**src/rtl/shift_reg_pkg.sv**
```systemverilog
// Shared types for the shift_reg_n universal shift register.
// Contents:
//   shift_mode_t : shift operation selected by the Mode input
//   state_t      : sequencer states (IDLE, SHIFT, DONE)
package shift_reg_pkg;

    // Operation encodings; the values match the Mode input bit patterns.
    typedef enum logic [1:0] {
        SH_LSR = 2'b00,   // logical right, Shift_In fills the MSB
        SH_ASR = 2'b01,   // arithmetic right, MSB replicated
        SH_LSL = 2'b10,   // logical left, Shift_In fills the LSB
        SH_ROR = 2'b11    // rotate right (only with SHIFT_REG_ROTATE_EN)
    } shift_mode_t;

    // Sequencer states.
    typedef enum logic [1:0] {
        IDLE  = 2'b00,
        SHIFT = 2'b01,
        DONE  = 2'b10
    } state_t;

endpackage

```
**src/rtl/shift_reg_n_shift_step.sv**
```systemverilog
// shift_step: combinational single-position shifter.
// Ports:
//   data      in  WIDTH  current register contents
//   mode      in  2      operation (shift_mode_t)
//   fill      in  1      fill bit for logical shifts
//   next_data out WIDTH  contents after one step
//   out_bit   out 1      bit shifted or rotated out
// Configuration: SHIFT_REG_ROTATE_EN builds the rotate-right path; without
// it, SH_ROR is treated as a logical right shift.
module shift_step
    import shift_reg_pkg::*;
#(
    parameter int WIDTH = 16
) (
    input  logic [WIDTH-1:0] data,
    input  shift_mode_t      mode,
    input  logic             fill,
    output logic [WIDTH-1:0] next_data,
    output logic             out_bit
);

    // One-position shift selected by mode.
    always_comb begin
        next_data = data;
        out_bit   = 1'b0;
        case (mode)
            SH_LSR: begin
                next_data = {fill, data[WIDTH-1:1]};
                out_bit   = data[0];
            end
            SH_ASR: begin
                next_data = {data[WIDTH-1], data[WIDTH-1:1]};
                out_bit   = data[0];
            end
            SH_LSL: begin
                next_data = {data[WIDTH-2:0], fill};
                out_bit   = data[WIDTH-1];
            end
            SH_ROR: begin
`ifdef SHIFT_REG_ROTATE_EN
                next_data = {data[0], data[WIDTH-1:1]};
                out_bit   = data[0];
`else
                // Rotate not built: identical to logical right.
                next_data = {fill, data[WIDTH-1:1]};
                out_bit   = data[0];
`endif
            end
            default: begin
                next_data = data;
                out_bit   = 1'b0;
            end
        endcase
    end

endmodule

```
**src/rtl/shift_reg_n.sv**
```systemverilog
// shift_reg_n: parametrised universal shift register with a multi-step
// shift sequencer and Start/Busy/Done handshake.
// Ports:
//   Clk       in  1      clock, rising edge
//   Reset     in  1      synchronous active-high reset
//   Load      in  1      parallel load of D (idle only, beats Start)
//   D         in  WIDTH  parallel load data
//   Start     in  1      begin a multi-step shift (idle only)
//   Mode      in  2      00 LSR, 01 ASR, 10 LSL, 11 ROR
//   Amount    in  AW     shift amount, saturates to WIDTH
//   Shift_In  in  1      fill bit, resampled every step
//   Data_Out  out WIDTH  register contents
//   Shift_Out out 1      last bit shifted out
//   Busy      out 1      high whenever not idle
//   Done      out 1      one-cycle completion pulse
// Configuration: SHIFT_REG_ROTATE_EN enables rotate right for Mode 11.
module shift_reg_n
    import shift_reg_pkg::*;
#(
    parameter  int WIDTH = 16,
    localparam int AW    = $clog2(WIDTH + 1)
) (
    input  logic             Clk,
    input  logic             Reset,
    input  logic             Load,
    input  logic [WIDTH-1:0] D,
    input  logic             Start,
    input  logic [1:0]       Mode,
    input  logic [AW-1:0]    Amount,
    input  logic             Shift_In,
    output logic [WIDTH-1:0] Data_Out,
    output logic             Shift_Out,
    output logic             Busy,
    output logic             Done
);

    state_t            state_r;
    shift_mode_t       mode_r;
    logic [AW-1:0]     count_r;
    logic [WIDTH-1:0]  data_r;
    logic              sout_r;
    logic              busy_r;
    logic              done_r;

    logic [AW-1:0]     amt_sat_s;
    logic [WIDTH-1:0]  step_data_s;
    logic              step_out_s;

    // Clamp the requested amount to WIDTH.
    always_comb begin
        amt_sat_s = Amount;
        if (Amount > AW'(WIDTH)) begin
            amt_sat_s = AW'(WIDTH);
        end else begin
            amt_sat_s = Amount;
        end
    end

    shift_step #(
        .WIDTH (WIDTH)
    ) u_step (
        .data      (data_r),
        .mode      (mode_r),
        .fill      (Shift_In),
        .next_data (step_data_s),
        .out_bit   (step_out_s)
    );

    // Sequencer FSM with registered data and handshake outputs.
    always_ff @(posedge Clk) begin
        if (Reset) begin
            state_r <= IDLE;
            mode_r  <= SH_LSR;
            count_r <= '0;
            data_r  <= '0;
            sout_r  <= 1'b0;
            busy_r  <= 1'b0;
            done_r  <= 1'b0;
        end else begin
            case (state_r)
                IDLE: begin
                    done_r <= 1'b0;
                    if (Load) begin
                        // Load wins; a coincident Start is dropped.
                        data_r <= D;
                        sout_r <= 1'b0;
                        busy_r <= 1'b0;
                    end else if (Start) begin
                        mode_r  <= shift_mode_t'(Mode);
                        count_r <= amt_sat_s;
                        busy_r  <= 1'b1;
                        if (amt_sat_s == AW'(0)) begin
                            state_r <= DONE;
                            done_r  <= 1'b1;
                        end else begin
                            state_r <= SHIFT;
                        end
                    end else begin
                        busy_r <= 1'b0;
                    end
                end
                SHIFT: begin
                    data_r  <= step_data_s;
                    sout_r  <= step_out_s;
                    count_r <= count_r - AW'(1);
                    // The step that empties the count finishes the operation.
                    if (count_r == AW'(1)) begin
                        state_r <= DONE;
                        done_r  <= 1'b1;
                    end else begin
                        state_r <= SHIFT;
                    end
                end
                DONE: begin
                    state_r <= IDLE;
                    count_r <= '0;
                    busy_r  <= 1'b0;
                    done_r  <= 1'b0;
                end
                default: begin
                    state_r <= IDLE;
                    count_r <= '0;
                    busy_r  <= 1'b0;
                    done_r  <= 1'b0;
                end
            endcase
        end
    end

    assign Data_Out  = data_r;
    assign Shift_Out = sout_r;
    assign Busy      = busy_r;
    assign Done      = done_r;

endmodule

```
**config.mk**
```make
export PLATFORM = sky130hd
export DESIGN_NAME = shift_reg_n
export DESIGN_NICKNAME = d
export VERILOG_FILES = /design/src/rtl/shift_reg_pkg.sv /design/src/rtl/shift_reg_n_shift_step.sv /design/src/rtl/shift_reg_n.sv
export SDC_FILE = /design/constraint.sdc
export NUM_CORES = 1
export LEC_CHECK = 0
export ABC_AREA = 0
export CORE_UTILIZATION = 25
export CTS_BUF_LIST = sky130_fd_sc_hd__clkbuf_4 sky130_fd_sc_hd__clkbuf_8 sky130_fd_sc_hd__clkbuf_16
export DETAILED_ROUTE_END_ITERATION = 16
export PLACE_DENSITY_LB_ADDON = 0.08
export SLEW_MARGIN = 10
export SYNTH_ARGS = -nofsm -noshare
export SYNTH_HDL_FRONTEND = slang
export SYNTH_SLANG_ARGS = --single-unit
```
**constraint.sdc**
```tcl
create_clock -name Clk -period 1.7 [get_ports Clk]
set_input_delay 0.34 -clock Clk [delete_from_list [all_inputs] [get_ports Clk]]
set_output_delay 0.34 -clock Clk [all_outputs]
set_load 0.1 [all_outputs]
```
==> run metrics <==
Post-DP Area=between 2000 and 2500 um^2; initial antenna violation count=0; wire length per cell=15.6 um; via count of the first global-routing pass=1566; via count=1593; crit-path max cell delay=~340 ps; largest net degree at the start of global routing=19; Synth cell types=39; final setup violation count=0; CP cell instances=inv_1 > ha_1 > or2_1 > buf_4 > a221oi_1 > o32ai_1; Tot GR Track Use=14.9%; Die ar.=6830 um^2; Initial DRT Pass Iterations=4; maximum fanout along the worst path=8; Initial DRC Count=146; startpoint types=flip-flop; H-tree levels=1; core box area=6310 um^2; top_reg_cell synth=dfxtp_1; Arr. time, crit path=1810 ps; Final min period=1650 ps; Post-CTS Setup Bufs=0; first-pass GRT wire length=7770 um; sequential cell area fraction in the yosys report=roughly a third; TritonCTS clock tree=done; DIE HEIGHT=82.7 um; Layout Nets=263; CP Data Required Time=1860 ps; average size of a mapped cell=9.04 um^2; Routed Antenna Nets=0; largest area contributor in the netlist=dfxtp_1; die width=82.7 um; outcome=complete, no violations; worst slew pin tran=495 ps; non-filler cells, final=304; CP endpoint kind=flip-flop; clk sinks=28; Synth Register Bits=28; DRC viols=0; hpwl dp=3370 um; max cap viols=0; Initial Utilization=25.8%; clock slew at reported path FFs=100 ps; power per cell area=822 nW/um^2; Slowest-stage cell, CP=dfxtp_1; post-synth top area share=roughly a third; post-synthesis cell area=1630 um^2; placed cell count=301; fmax=0.605 GHz; critical path type=reg2reg; Worst Hold Class=reg2reg; fin. max-slew vios=0; vias per cell=5.24; # IOs=47; period utilization=97.2%; Synth Instances=180; CTS Buf Count=3; GPL Wtd Cong=between 0.8 and 0.9; synthesized net count=214; ANT cells=0; row cnt=29; leakage=between 0.9 and 1 nW; root buffer cell=clkbuf_8; Rel. slew slack=66.6%; share of layout cells above drive strength 1=between 20% and 30%; routed wire length=4750 um; port buffer count=46; Clk Latency, worst-skew pair=270 ps; worst IR drop on VDD=~0.38 mV; Filler cells=650; gr ovfl total=0; Area growth syn-to-layout=51.4%; synth top area cells=dfxtp_1 34%, a221oi_1 8.6%, o32ai_1 8.1%; worst clock skew=2.39 ps; final hold vios=0; fraction of registers with async set/reset=0%; cts hold-fix bufs=0; Warnings, synthesis=0; Post-synth EDFFs=0; fin area=about 2500 um^2; Bufs on Longest Clock Path=2; RSZ-0062 raised after global routing=true; Worst Hold Slack=around 510 ps
==> critical path: cells and delay by family (launching register included) <==
kind	cells	cell delay, ps
buf+inv	2	240
compound gates	2	410
flops	1	340
simple gates	1	250
fa+ha+maj	1	300
==> cell usage after synthesis, types with 2 or more instances <==
library cell and instances:
dfxtp_1 28, a21oi_1 23, inv_1 20, a221oi_1 16, o32ai_1 15, ha_1 6
nand2b_1 6, nor2_1 6, buf_2 5, buf_6 4, o21ai_0 4, or3b_1 4
a22oi_1 3, buf_4 3, clkbuf_1 3, nand3_1 3, nand3b_1 3, a221o_1 2
mux2i_1 2, nand2_1 2, nor4_1 2, nor4b_1 2, or2_1 2
==> flip-flops by register name, summed over array words and instances, names as in the netlist <==
name and flops:
count_r 5, Done 1, state_r 2, mode_r 2, Shift_Out 1, Busy 1, Data_Out 16
==> path summary, 6_finish.rpt <==
kind	start	end	slack (ps)	cells past startpoint
max	mode_r[0]$_SDFFE_PP0P_	Data_Out[6]$_SDFFE_PP0P_	50	6
min	count_r[1]$_SDFFE_PP0P_	count_r[1]$_SDFFE_PP0P_	510	2
max reg2reg	mode_r[0]$_SDFFE_PP0P_	Data_Out[6]$_SDFFE_PP0P_	50	6
min reg2reg	count_r[1]$_SDFFE_PP0P_	count_r[1]$_SDFFE_PP0P_	510	2
==> logic make-up (layout without fill, tap and decap cells) <==
group,after synthesis,after routing,synth area share (%)
buffers and inverters,35,82,11.0
adder cells (fa/ha/maj),6,6,4.62
flip-flops,28,28,34.5
AO/OA/AOI/OAI,69,69,30.8
multiplexers,3,3,1.92
XOR/XNOR,1,1,0.539
AND/OR/NAND/NOR,38,38,16.7
==> placed cells by master (no fill, tap or decap), types with 2 or more instances in the layout <==
cell type        netlist  routed
nor4b_1                2       2
a21oi_1               23      23
buf_12                 0      21
dfxtp_1               28      27
or2_1                  2       2
a221o_1                2       2
nand3b_1               3       3
a22oi_1                3       3
clkbuf_8               0       3
o32ai_1               15      15
o21ai_0                4       4
nor4_1                 2       2
buf_4                  3      11
inv_1                 20      20
clkdlybuf4s50_1        0      27
nand3_1                3       3
nand2_1                2       2
a221oi_2               0       4
mux2i_1                2       2
nand2b_1               6       6
ha_1                   6       6
a221oi_1              16      12
nor2_1                 6       6
or3b_1                 4       4
==> metrics by stage <==
step / setup slack [ps] / setup TNS [ps] / utilization, % / power, W
after floorplan: 10.9 / 0 / - / 0.00132
after detailed placement: -98.4 / -639 / 37.9 / 0.00166
final: 46.8 / 0 / 39.0 / 0.00202
after CTS: 78.0 / 0 / 38.6 / 0.00204
after global routing: -27.2 / -123 / 39.0 / 0.00213
after global placement: -75.9 / -292 / 37.9 / 0.00165
==> metal layers <==
| layer | vias up | track usage (%) | routed length [um] |
|---|---|---|---|
| li1 | 783 | - | - |
| met3 | 2 | 1.76 | 201 |
| met5 | - | 0 | 0 |
| met2 | 40 | 23.6 | 2180 |
| met4 | 0 | 4.31 | 30 |
| met1 | 768 | 21.0 | 2340 |
==> power by group <==
| part | switching [W] | internal (W) |
|---|---|---|
| Clock | 0.000205 | 0.000159 |
| Combinational | 0.000495 | 0.000353 |
| Sequential | 0.0000982 | 0.000714 |
| Total | 0.000798 | 0.00123 |
==> final cells by class <==
type / instances / area (um^2) / share of cell area, %
Timing Repair Buffer: 59 / 773 / 31.4
Tap cell: 77 / 96.3 / 3.91
Multi-Input combinational cell: 117 / 915 / 37.1
Inverter: 20 / 75.1 / 3.05
Sequential cell: 28 / 562 / 22.8
Clock buffer: 3 / 41.3 / 1.68
==> what timing repair did <==
action | 4_1_cts | 5_1_grt
resized for setup | 1 | 6
setup endpoints to repair | 15 | 15
cloned | 0 | 0
hold endpoints to repair | 0 | 0
(Power assumes the default switching activity.)
